## src/rtl/intr_ctrl_pkg.sv

```systemverilog
// Shared definitions for the vectored interrupt controller: FSM encoding,
// default vector layout and the return-from-interrupt opcode shared with uc.
package intr_ctrl_pkg;

    typedef enum logic {
        ST_IDLE    = 1'b0,
        ST_SERVICE = 1'b1
    } intr_state_e;

    // Default vector table: vector 0 at 0x3F0, one vector every 4 words.
    localparam int unsigned VEC_BASE_DFLT  = 32'h0000_03F0;
    localparam int          VEC_SHIFT_DFLT = 2;

    // Return-from-interrupt opcode, decoded by uc to raise reti.
    localparam int          OPCODE_W = 4;
    localparam logic [OPCODE_W-1:0] OP_RETI = 4'hD;

endpackage : intr_ctrl_pkg

```

## src/rtl/intr_ctrl_if.sv

```systemverilog
// Bundle between the CPU side (master: request lines, mask writes, uc status)
// and the interrupt controller (slave: take, vector and status outputs).
interface intr_ctrl_if #(
    parameter int N_IRQ  = 4,
    parameter int ADDR_W = 10
);
    logic [N_IRQ-1:0]  irq;
    logic              mask_we;
    logic [N_IRQ-1:0]  mask_wdata;
    logic              boundary_ok;
    logic              reti;
    logic              int_take;
    logic [ADDR_W-1:0] int_vector;
    logic [N_IRQ-1:0]  in_service;
    logic [N_IRQ-1:0]  pending;
    logic [N_IRQ-1:0]  mask;

    modport master (
        output irq, mask_we, mask_wdata, boundary_ok, reti,
        input  int_take, int_vector, in_service, pending, mask
    );

    modport slave (
        input  irq, mask_we, mask_wdata, boundary_ok, reti,
        output int_take, int_vector, in_service, pending, mask
    );
endinterface : intr_ctrl_if

```

## src/rtl/intr_ctrl_prio_enc.sv

```systemverilog
// Combinational fixed-priority encoder: the lowest set request index wins.
module prio_enc #(
    parameter int N_IRQ = 4,
    parameter int ID_W  = (N_IRQ > 1) ? $clog2(N_IRQ) : 1
) (
    input  logic [N_IRQ-1:0] req,
    output logic [ID_W-1:0]  id,
    output logic             valid
);

    // Scanning downwards lets the lowest index overwrite any higher one.
    always_comb begin
        id = '0;
        for (int i = N_IRQ - 1; i >= 0; i--) begin
            if (req[i]) id = ID_W'(i);
        end
    end

    assign valid = |req;

endmodule : prio_enc

```

## src/rtl/intr_ctrl.sv

```systemverilog
// Vectored interrupt controller: rising-edge capture, mask, fixed priority,
// single-level nesting with a take at a safe instruction boundary.
module intr_ctrl
    import intr_ctrl_pkg::*;
#(
    parameter int                N_IRQ     = 4,
    parameter int                ADDR_W    = 10,
    parameter logic [ADDR_W-1:0] VEC_BASE  = ADDR_W'(VEC_BASE_DFLT),
    parameter int                VEC_SHIFT = VEC_SHIFT_DFLT
) (
    input  logic       clk,
    input  logic       reset,
    intr_ctrl_if.slave bus
);

    localparam int ID_W = (N_IRQ > 1) ? $clog2(N_IRQ) : 1;

    intr_state_e       state_q, state_d;
    logic [N_IRQ-1:0]  irq_q;
    logic [N_IRQ-1:0]  pending_q, pending_d;
    logic [N_IRQ-1:0]  mask_q, mask_d;
    logic [N_IRQ-1:0]  in_service_q, in_service_d;

    logic [N_IRQ-1:0]  rise;
    logic [N_IRQ-1:0]  req;
    logic [ID_W-1:0]   sel;
    logic              sel_valid;
    logic [N_IRQ-1:0]  sel_onehot;
    logic [N_IRQ-1:0]  take_clr;
    logic [ADDR_W-1:0] sel_ext;
    logic              take;

    assign req        = pending_q & mask_q;
    assign sel_onehot = N_IRQ'(1) << sel;

    prio_enc #(
        .N_IRQ (N_IRQ),
        .ID_W  (ID_W)
    ) u_prio_enc (
        .req   (req),
        .id    (sel),
        .valid (sel_valid)
    );

    // ------------------------------------------------------------------
    // State register (FSM plus edge-capture, pending and mask registers)
    // ------------------------------------------------------------------
    // NOTE: non-blocking assignments here so every register samples the
    // pre-edge values; blocking would make later lines see updated state.
    always_ff @(posedge clk) begin
        if (reset) begin
            state_q      <= ST_IDLE;
            pending_q    <= '0;
            mask_q       <= '0;
            in_service_q <= '0;
            // Lines already high when reset releases must not look like a rise.
            irq_q        <= bus.irq;
        end else begin
            state_q      <= state_d;
            pending_q    <= pending_d;
            mask_q       <= mask_d;
            in_service_q <= in_service_d;
            irq_q        <= bus.irq;
        end
    end

    // ------------------------------------------------------------------
    // Next-state logic
    // ------------------------------------------------------------------
    // NOTE: every always_comb output gets a default first so no path
    // leaves it unassigned, which would otherwise infer a latch.
    always_comb begin
        state_d      = state_q;
        in_service_d = in_service_q;
        unique case (state_q)
            ST_IDLE: begin
                if (take) begin
                    state_d      = ST_SERVICE;
                    in_service_d = sel_onehot;
                end
            end
            ST_SERVICE: begin
                if (bus.reti) begin
                    state_d      = ST_IDLE;
                    in_service_d = '0;
                end
            end
            default: begin
                state_d      = ST_IDLE;
                in_service_d = '0;
            end
        endcase
    end

    // Set has priority over the take clear so a rise coinciding with its own
    // take is kept as a fresh event; repeated rises simply re-set the bit.
    assign rise      = bus.irq & ~irq_q;
    assign take_clr  = take ? sel_onehot : '0;
    assign pending_d = (pending_q & ~take_clr) | rise;
    assign mask_d    = bus.mask_we ? bus.mask_wdata : mask_q;

    // ------------------------------------------------------------------
    // Output logic
    // ------------------------------------------------------------------
    always_comb begin
        take = 1'b0;
        if (state_q == ST_IDLE) begin
            take = sel_valid & bus.boundary_ok;
        end
    end

    // Vector follows sel continuously; it only means something while int_take=1.
    assign sel_ext        = ADDR_W'(sel);
    assign bus.int_vector = VEC_BASE + (sel_ext << VEC_SHIFT);
    assign bus.int_take   = take;
    assign bus.in_service = in_service_q;
    assign bus.pending    = pending_q;
    assign bus.mask       = mask_q;

endmodule : intr_ctrl

```

## src/flat_wrapper.sv

```systemverilog
// flat-port wrapper written by rule: the top's interface ports become plain ports
module intr_ctrl_flat import intr_ctrl_pkg::*;
#(
    parameter int                N_IRQ     = 4,
    parameter int                ADDR_W    = 10,
    parameter logic [ADDR_W-1:0] VEC_BASE  = ADDR_W'(VEC_BASE_DFLT),
    parameter int                VEC_SHIFT = VEC_SHIFT_DFLT
)
  (clk, reset, bus_irq, bus_mask_we, bus_mask_wdata, bus_boundary_ok, bus_reti, bus_int_take, bus_int_vector, bus_in_service, bus_pending, bus_mask);
  intr_ctrl_if #(.N_IRQ(N_IRQ), .ADDR_W(ADDR_W)) bus_i ();
  input  logic clk;
  input  logic reset;
  input wire logic [$bits(bus_i.irq)-1:0] bus_irq;
  input wire logic [$bits(bus_i.mask_we)-1:0] bus_mask_we;
  input wire logic [$bits(bus_i.mask_wdata)-1:0] bus_mask_wdata;
  input wire logic [$bits(bus_i.boundary_ok)-1:0] bus_boundary_ok;
  input wire logic [$bits(bus_i.reti)-1:0] bus_reti;
  output wire logic [$bits(bus_i.int_take)-1:0] bus_int_take;
  output wire logic [$bits(bus_i.int_vector)-1:0] bus_int_vector;
  output wire logic [$bits(bus_i.in_service)-1:0] bus_in_service;
  output wire logic [$bits(bus_i.pending)-1:0] bus_pending;
  output wire logic [$bits(bus_i.mask)-1:0] bus_mask;
  assign bus_i.irq = bus_irq;
  assign bus_i.mask_we = bus_mask_we;
  assign bus_i.mask_wdata = bus_mask_wdata;
  assign bus_i.boundary_ok = bus_boundary_ok;
  assign bus_i.reti = bus_reti;
  assign bus_int_take = bus_i.int_take;
  assign bus_int_vector = bus_i.int_vector;
  assign bus_in_service = bus_i.in_service;
  assign bus_pending = bus_i.pending;
  assign bus_mask = bus_i.mask;
  intr_ctrl #(.N_IRQ(N_IRQ), .ADDR_W(ADDR_W), .VEC_BASE(VEC_BASE), .VEC_SHIFT(VEC_SHIFT)) u_core (.clk(clk), .reset(reset), .bus(bus_i));
endmodule
```

## config.mk

```make
export PLATFORM = sky130hd
export DESIGN_NAME = intr_ctrl_flat
export DESIGN_NICKNAME = d
export VERILOG_FILES = /design/src/rtl/intr_ctrl_pkg.sv /design/src/rtl/intr_ctrl_if.sv /design/src/rtl/intr_ctrl_prio_enc.sv /design/src/rtl/intr_ctrl.sv /design/src/flat_wrapper.sv
export SDC_FILE = /design/constraint.sdc
export NUM_CORES = 1
export LEC_CHECK = 0
export ABC_AREA = 1
export CAP_MARGIN = 10
export CORE_MARGIN = 1
export CORE_UTILIZATION = 37
export DETAILED_ROUTE_END_ITERATION = 6
export MAX_ROUTING_LAYER = met4
export PLACE_DENSITY = 0.75
export SKIP_CTS_REPAIR_TIMING = 1
export SYNTH_ARGS = -nofsm -noshare
export SYNTH_HDL_FRONTEND = slang
export SYNTH_SLANG_ARGS = --single-unit
```

## constraint.sdc

```tcl
create_clock -name clk -period 1.13 [get_ports clk]
set_input_delay 0.226 -clock clk [delete_from_list [all_inputs] [get_ports clk]]
set_output_delay 0.226 -clock clk [all_outputs]
set_load 0.01 [all_outputs]
```

Word level (Yosys, flattened, before mapping)

Cells that the tools add are included.

Register bits: 17
Logic and storage cells: 31
Input bits: 13

Multiplexer cells: 12
Bitwise gates (word level): 8
Reduce and logical (&&, ||, !) cells: 2
Shift operators: 1
Eq/ne operators: 2
$add $sub $neg: 1

Operator list:

| operator              | number |
|---|---|
| $and A4 B4 Y4         | 3 |
| $mux W4               | 3 |
| $mux W2               | 4 |
| $not A4 Y4            | 2 |
| $pmux W4 S2           | 1 |
| $add A5 B5 Y6 const A | 1 |
| $or A4 B4 Y4          | 1 |
| $reduce_or A4 Y1      | 1 |
| $shl A1 B2 Y4 const A | 1 |
| $mux W1               | 3 |
| $ne A2 B1 Y1 const B  | 1 |
| $ne A2 B2 Y1 const B  | 1 |
| $pmux W1 S2           | 1 |
| $reduce_and A2 Y1     | 1 |
| $and A1 B1 Y1         | 1 |
| $not A1 Y1            | 1 |

Logic depth before layout (Yosys ltp)

Gate-level depths: netlist of the first run.

Word-level depth: 10
Mapped depth: 7
Mapped depth without buffers: 7

Modules after synthesis

Synthesis of the first run repeated with hierarchy kept, for this count alone.

Cell total of the unflattened synthesis: 100
Area, all modules: 744.5 µm²

Modules (own cells, without submodules):

| module    | cells an instance | area an instance (µm²) | instances |
|---|---|---|---|
| intr_ctrl | 91                | 698.2                  | 1 |
| prio_enc  | 9                 | 46.3                   | 1 |

Least setup slack after synthesis of the first run

Ideal clock, no wire load.

Kind: register to register
Start: register u_core.pending_q[1], in the netlist u_core.bus.pending[1]
End: register u_core.pending_q[1], in the netlist u_core.bus.pending[1]
Slack: -0.050 ns
Setup time: 0.132 ns
Arrival: 1.048 ns
Data required time: 0.998 ns
Cell stages (with the launch flop): 8
Clock period less this slack: 1.180 ns
Cell sequence: dfxtp_1 nand2_2 nand2_4 nor2_4 nor3_4 nand2_1 nand2_1 a21oi_1

Longest elaborated chain between the ends: 8

RTL lines:

| item                   | RTL line                 | text |
|---|---|---|
| start, declared        | intr_ctrl.sv:20          | `logic [N_IRQ-1:0] pending_q, pending_d;` |
| start signal, assigned | intr_ctrl.sv:60          | `pending_q <= pending_d;` |
| $and A4 B4 Y4          | intr_ctrl.sv:33          | `assign req = pending_q & mask_q;` |
| $reduce_or A4 Y1       | intr_ctrl_prio_enc.sv:19 | `assign valid = \|req;` |
| $and A1 B1 Y1          | intr_ctrl.sv:108         | `take = sel_valid & bus.boundary_ok;` |
| $mux W1                | intr_ctrl.sv:107         | `if (state_q == ST_IDLE) begin` |
| via bus_int_take       | flat_wrapper.sv:18       | `output wire logic [$bits(bus_i.int_take)-1:0] bus_int_take;` |
| $mux W4                | intr_ctrl.sv:98          | `assign take_clr = take ? sel_onehot : '0;` |
| $not A4 Y4             | intr_ctrl.sv:99          | `assign pending_d = (pending_q & ~take_clr) \| rise;` |
| $and A4 B4 Y4          | intr_ctrl.sv:99          |  |
| $or A4 B4 Y4           | intr_ctrl.sv:99          |  |

The timed path passes the listed nets, and every way through them passes these cells.
A chain may end at the register's enable or synchronous reset.

Final worst setup path of the first run

Start: register u_core.pending_q[3], in the netlist u_core.bus.pending[3]
End: output bus_int_vector[2]

Longest elaborated chain between the ends: 6

RTL lines:

| item                  | RTL line                 | text |
|---|---|---|
| $and A4 B4 Y4         | intr_ctrl.sv:33          |  |
| $mux W2 (4 in series) | intr_ctrl_prio_enc.sv:15 | `if (req[i]) id = ID_W'(i);` |
| $add A5 B5 Y6         | intr_ctrl.sv:114         | `assign bus.int_vector = VEC_BASE + (sel_ext << VEC_SHIFT);` |
| end, declared         | flat_wrapper.sv:19       | `output wire logic [$bits(bus_i.int_vector)-1:0] bus_int_vector;` |

No other way between the ends.

==> results.sh, run 1 <==
export IMPL_crit_buf_inv=2
export IMPL_ant_nets=0
export IMPL_worstSetupStartpointType="flip-flop"
export IMPL_power_leakage_nw=0.663
export IMPL_totalWireLength_mm=2.06
export IMPL_wl_per_cell_um=12.4
export IMPL_min_from="bus_irq[0]"
export IMPL_via_per_inst=4.59
export IMPL_drv_slew=0
export IMPL_ctsRootBufferMaster="clkbuf_4"
export IMPL_die_w_um=46.2
export IMPL_clkSinkCount=17
export IMPL_n_antenna_cell=0
export IMPL_peakVddDrop_v=0.000717
export IMPL_die_h_um=46.2
export IMPL_drc_errors=0
export IMPL_final_area_um2=1280
export IMPL_status="finished, violations left"
export IMPL_area_growth_syn_to_layout_pct=77.5
export IMPL_fin_cells=167
export IMPL_die_area_um2=2130
export IMPL_layout_nets=156
export IMPL_antenna_found_initial=0
export IMPL_first_pass_iters=4
export IMPL_drive_above_1_share_pct=52.8
export IMPL_critPathRequiredTime_ns=0.90
export IMPL_worst_path_largest_cell_delay_ns=0.36
export IMPL_synth_area_um2=722
export IMPL_worstSkewPairLatency_ns=0.28
export IMPL_regToRegStartpoint="u_core.bus.mask[2]$_SDFFE_PP0P_"
export IMPL_drtIter0Drc=9
export IMPL_yosys_register_bits=17
export IMPL_hold_viol=0
export IMPL_dp_hpwl_mm=1.30
export IMPL_finalCritPeriodShare_pct=123
export IMPL_cp_arrival_ns=1.16
export IMPL_cts_tree="yes"
export IMPL_synth_seq_area_share_pct=47.1
export IMPL_row_count=15
export IMPL_dp_cells=158
export IMPL_cp_depth=4
export IMPL_fillerInstances=154
export IMPL_whs_ns=0.403
export IMPL_period_needed_ns=1.39
export IMPL_utilization_pct=71.9
export IMPL_dp_slack_ns=-0.527
export IMPL_ios=36
export IMPL_yosys_warnings=0
export IMPL_syn_instance_count=92
export IMPL_hold_path_class="in -> reg"
export IMPL_reg2regPathDepth=8
export IMPL_place_gp_congestion=0.720
export IMPL_synth_distinct_cells=15
export IMPL_clk_path_buf_depth=2
export IMPL_start_util_pct=40.5
export IMPL_crit_chain="buf_4, nand3_2, a21oi_2, buf_2"
export IMPL_coreArea_um2=1780
export IMPL_criticalPathCategory="reg -> out"
export IMPL_drv_cap=0
export IMPL_powerDensity_nw_per_um2=963
export IMPL_fin_ws_ns=-0.256
export IMPL_fin_setup_tns_ns=-1.27
export IMPL_setup_viol=11
export IMPL_placement_io_buffers=27
export IMPL_crit_family="flip-flops"
export IMPL_grt_max_degree=10
export IMPL_violations="setup timing"
export IMPL_fin_skew_ns=0.000929
export IMPL_clock_fmax_mhz=722
export IMPL_critPathSlowestCell="dfxtp_2"
export IMPL_grt_pass1_wl_mm=2.64
export IMPL_overflow=0
export IMPL_grt_pass1_vias=694
export IMPL_worst_setup_path_end_kind="output port"
export IMPL_detailed_place_area_um2=1120
export IMPL_cts_htree_levels=1
export IMPL_path_clk_slew_ns=0.10
export IMPL_cp_max_fo=3
export IMPL_worstHoldPathCells=1
export IMPL_startpoint="u_core.bus.pending[3]$_SDFF_PP0_"
export IMPL_dr_total_vias=766
export IMPL_total_power_mw=1.23
export IMPL_syn_avg_cell_area_um2=7.85
export IMPL_rsz0062_at_grt="true"
export IMPL_cts_buffers=3
export IMPL_grtUsageTotal_pct=17.8
worst reg2reg max path, delay by kind of cell, from the launching register on:
| family | cells | cell delay (ns) |
|---|---|---|
| flip-flops | 1 | 0.34 |
| buffers and inverters | 1 | 0.13 |
| AO/OA/AOI/OAI | 1 | 0.13 |
| AND/OR/NAND/NOR | 6 | 0.57 |
synthesized netlist by cell type, drive strengths merged:
| master | number | area share, % |
|---|---|---|
| nand3 | 5 | 3.5 |
| a21oi | 15 | 10 |
| a31o | 1 | 1.2 |
| inv | 8 | 4.2 |
| nor3 | 1 | 2.3 |
| nor2 | 5 | 3.6 |
| nand2 | 28 | 17 |
| conb | 2 | 1.0 |
| clkbuf | 1 | 0.52 |
| dfxtp | 17 | 47 |
| buf | 8 | 8.3 |
| or2 | 1 | 0.87 |
placed cells by master, fill, tap and decap left out, drive strengths merged:
master / instances
nor2: 5
clkdlybuf4s50: 12
or2: 1
clkbuf: 8
conb: 8
a21oi: 15
nand3: 5
dfxtp: 17
nor3: 1
inv: 8
a31o: 1
buf: 29
dlymetal6s2s: 4
nand2: 28
cell families (layout without fill, tap and decap cells):
family                 Yosys count  in the layout  share of synthesized area, %
other                            2              8                          1.04
AND/OR/NAND/NOR                 40             40                          27.2
flip-flops                      17             17                          47.1
AO/OA/AOI/OAI                   16             16                          11.6
buffers and inverters           17             61                          13.0
per-layer routing:
metal,routed length [um],up-vias,global-route usage (%),part of all wire [%]
li1,-,378,-,-
met1,775,355,19.4,38
met2,1160,31,29.6,56
met3,117,2,3.53,5.7
met4,12,0,10.6,0.58
met5,0,-,-,0
final timing paths:
| kind | to | slack [ns] |
|---|---|---|
| worst max-delay path | bus_int_vector[2] | -0.26 |
| worst min-delay path | u_core.irq_q[0]$_DFF_P_ | 0.40 |
| worst max register to register | u_core.bus.in_service[0]$_SDFFE_PP0P_ | -0.10 |
| worst min register to register | u_core.bus.in_service[3]$_SDFFE_PP0P_ | 0.47 |
state kept, by name, summed over array words and instances, names as in the netlist:
signal,cells
u_core.state_q,1
u_core.bus.in_service,4
u_core.bus.mask,4
u_core.bus.pending,4
u_core.irq_q,4
layout make-up:
cell class	instances	area (um^2)	share of cell area (%)
timing repair buffer	49	430	33.6
sequential	17	350	27.3
inverter	8	30.0	2.34
tap	25	31.3	2.44
clock buffer	4	26.3	2.05
multi-input combinational	64	413	32.2
power breakdown:
part / total (mW) / internal (mW) / switching, mW
Sequential: 0.652 / 0.631 / 0.0211
Combinational: 0.262 / 0.140 / 0.122
Clock: 0.319 / 0.137 / 0.182
No activity file was read; power rests on OpenSTA's default activity.
==> run 2, diff against run 1 <==
--- a/config.mk
+++ b/config.mk
@@ -9,10 +9,12 @@
 export CAP_MARGIN = 10
 export CORE_MARGIN = 1
 export CORE_UTILIZATION = 37
+export CTS_CLUSTER_DIAMETER = 150
 export DETAILED_ROUTE_END_ITERATION = 6
 export MAX_ROUTING_LAYER = met4
-export PLACE_DENSITY = 0.75
+export PLACE_DENSITY = 0.77
 export SKIP_CTS_REPAIR_TIMING = 1
 export SYNTH_ARGS = -nofsm -noshare
 export SYNTH_HDL_FRONTEND = slang
+export SYNTH_HIERARCHICAL = 1
 export SYNTH_SLANG_ARGS = --single-unit
==> run 2 against run 1 <==
The run still ends with setup timing left; die area is 3.0% higher; global-route usage is 0.70 points higher; sequential power is 0.6% lower; register-to-register slack worse by 0.19 ns; sequential share of layout area is 0.60 points lower; final area is 2.2% higher; core utilization is 0.85 points higher; via count is 2.6% higher; flip-flop and latch count stayed put; combinational power is 6% higher; largest power group unchanged.
==> results.sh, run 2 <==
export IMPL_cp_arrival_ns=1.22
export IMPL_row_count=15
export IMPL_drive_above_1_share_pct=53.7
export IMPL_synth_area_um2=744
export IMPL_cp_depth=6
export IMPL_mostFrequentLayoutCell="nand2_1"
export IMPL_path_clk_slew_ns=0.10
export IMPL_yosys_register_bits=17
export IMPL_overflow=0
export IMPL_grt_pass1_wl_mm=2.69
export IMPL_dp_slack_ns=-0.533
export IMPL_clock_fmax_mhz=689
export IMPL_hold_viol=0
export IMPL_p_comb_share_pct=22.2
export IMPL_cp_max_fo=3
export IMPL_coreArea_um2=1800
export IMPL_post_synth_and_or_nand_nor_area_fraction_pct=24.9
export IMPL_area_growth_syn_to_layout_pct=76.0
export IMPL_synthFlopType="dfxtp_1"
export IMPL_period_needed_ns=1.45
export IMPL_utilization_pct=72.7
export IMPL_r2r_setup_slack_ns=-0.29
export IMPL_synthMuxAreaShare_pct=0
export IMPL_die_w_um=46.9
export IMPL_ios=36
export IMPL_crit_family="flip-flops"
export IMPL_fin_cells=172
export IMPL_die_h_um=46.9
export IMPL_switchingPower_uw=342
export IMPL_synthArstFlopShare_pct=0
export IMPL_p_int_uw=905
export IMPL_yosys_area_top_type="dfxtp_1"
export IMPL_synth_edf_count=0
export IMPL_wl_per_cell_um=12.3
export IMPL_yosys_warnings=6
export IMPL_reg2regPathDepth=11
export IMPL_placement_io_buffers=27
export IMPL_cts_tree="yes"
export IMPL_synth_top_family_by_area="simple AND/OR/NAND/NOR gates"
export IMPL_cts_htree_levels=1
export IMPL_crit_buf_inv=3
export IMPL_crit_chain="nand2_2, inv_2, inv_2, nand2_1, a21oi_4, buf_6"
export IMPL_synth_seq_area_share_pct=45.7
export IMPL_layout_nets=161
export IMPL_worst_setup_path_end_kind="output port"
export IMPL_dp_hpwl_mm=1.35
export IMPL_fin_skew_ns=0.00358
export IMPL_drc_errors=0
export IMPL_ant_nets=0
export IMPL_regToRegStartpoint="u_core/bus.pending[1]$_SDFF_PP0_"
export IMPL_grt_max_degree=14
export IMPL_worstHoldPathCells=1
export IMPL_holdPathEnd="u_core/irq_q[0]$_DFF_P_"
export IMPL_grtUsageTotal_pct=18.5
export IMPL_first_pass_iters=4
export IMPL_total_power_mw=1.25
export IMPL_syn_avg_cell_area_um2=7.44
export IMPL_synthTopCellsByCount="25 x nand2_1, 17 x dfxtp_1, 15 x inv_1"
export IMPL_synth_most_common_cell="nand2_1"
export IMPL_synth_area_leaders="dfxtp_1 46%, nand2_1 13%, a21oi_1 8.7%"
export IMPL_die_area_um2=2200
export IMPL_status="finished, violations left"
export IMPL_grt_pass1_vias=703
export IMPL_hold_path_class="in -> reg"
export IMPL_synth_distinct_cells=15
export IMPL_synth_xor_area_share_pct=0
export IMPL_cts_buffers=3
export IMPL_dr_total_vias=786
export IMPL_r2r_end="u_core/bus.pending[3]$_SDFF_PP0_"
export IMPL_final_cell_mix="18 x nand2_1, 13 x buf_4, 12 x clkdlybuf4s50_1, 9 x dfxtp_1"
export IMPL_min_from="bus_irq[0]"
export IMPL_clock_power_share_pct=25.9
export IMPL_critPathSlowestCell="dfxtp_2"
export IMPL_violations="setup timing"
export IMPL_dp_cells=166
export IMPL_drtIter0Drc=10
export IMPL_criticalPathCategory="reg -> out"
export IMPL_worst_path_largest_cell_delay_ns=0.35
export IMPL_synth_top_area_share_pct=45.7
export IMPL_place_gp_congestion=0.728
export IMPL_setup_viol=11
export IMPL_powerDensity_nw_per_um2=952
export IMPL_clk_path_buf_depth=2
export IMPL_ctsRootBufferMaster="clkbuf_4"
export IMPL_crit_top_cell="inv_2"
export IMPL_drv_cap=0
export IMPL_synth_fa_ha_area_share_pct=0
export IMPL_worstSkewPairLatency_ns=0.29
export IMPL_clkSinkCount=17
export IMPL_worstSetupStartpointType="flip-flop"
export IMPL_drv_slew=0
export IMPL_fin_ws_ns=-0.321
export IMPL_n_antenna_cell=0
export IMPL_power_leakage_nw=0.733
export IMPL_fin_setup_tns_ns=-2.75
export IMPL_finalCritPeriodShare_pct=128
export IMPL_via_per_inst=4.57
export IMPL_swShare_pct=27.4
export IMPL_syn_instance_count=100
export IMPL_critPathRequiredTime_ns=0.90
export IMPL_startpoint="u_core/bus.pending[1]$_SDFF_PP0_"
export IMPL_rsz0062_at_grt="true"
export IMPL_p_seq_share_pct=51.9
export IMPL_peakVddDrop_v=0.000992
export IMPL_totalWireLength_mm=2.12
export IMPL_start_util_pct=41.3
export IMPL_antenna_found_initial=0
export IMPL_synth_compound_area_share_pct=11.1
run 2: cell count changes after synthesis, moves of 2 or more:
cell | before | now
nand2_1 | 23 | 25
inv_2 | 0 | 2
inv_1 | 8 | 15
a21oi_1 | 15 | 13
a21oi_2 | 0 | 2
run 2: layer usage:
metal | vias up | global-route usage (%) | share of wire, %
li1 | 383 | - | -
met1 | 374 | 19.0 | 35
met2 | 27 | 33.6 | 61
met3 | 2 | 3.46 | 3.5
met4 | 0 | 8.57 | 0.57
met5 | - | - | 0
run 2: logic make-up after synthesis:
family | after synthesis
buffers and inverters | 26
AND/OR/NAND/NOR | 40
other | 2
flip-flops | 17
AO/OA/AOI/OAI | 15
run 2: metrics by stage:
stage          hold slack (ns)  area [um^2]
2_1_floorplan            0.254          792
3_3_place_gp             0.456         1170
3_5_place_dp             0.465         1170
4_1_cts                  0.408         1200
5_1_grt                  0.396         1310
6_report                 0.405         1310
run 2: area by class of cell:
class / instances / area (um^2)
fillers: 141 / 492
repair buffers: 46 / 422
multi-input cells: 63 / 410
flip-flops and latches: 17 / 350
inverters: 17 / 68.8
well taps: 25 / 31.3
clock buffers: 3 / 22.5
clock inverters: 1 / 5.00
run 2: worst max path at each step:
stage	to	slack, ns
2_1_floorplan	u_core/bus.pending[0]$_SDFF_PP0_	-0.07
3_3_place_gp	bus_int_take	-0.52
3_5_place_dp	bus_int_take	-0.53
4_1_cts	bus_int_take	-0.78
5_1_grt	bus_int_take	-0.40
6_report	bus_int_vector[3]	-0.32
run 2: power by group through the flow:
stage | combinational, mW | sequential, mW | clock [mW]
6_report | 0.277 | 0.648 | 0.323
5_1_grt | 0.298 | 0.650 | 0.357
3_3_place_gp | 0.242 | 0.657 | 0
3_5_place_dp | 0.248 | 0.659 | 0
2_1_floorplan | 0.0993 | 0.670 | 0
4_1_cts | 0.250 | 0.645 | 0.323
==> run 3, diff against run 2 <==
--- a/config.mk
+++ b/config.mk
@@ -6,7 +6,6 @@
 export NUM_CORES = 1
 export LEC_CHECK = 0
 export ABC_AREA = 1
-export CAP_MARGIN = 10
 export CORE_MARGIN = 1
 export CORE_UTILIZATION = 37
 export CTS_CLUSTER_DIAMETER = 150
==> results of run 3 <==
Same layout as run 2: the final DEF is identical, and so are final timing and power.
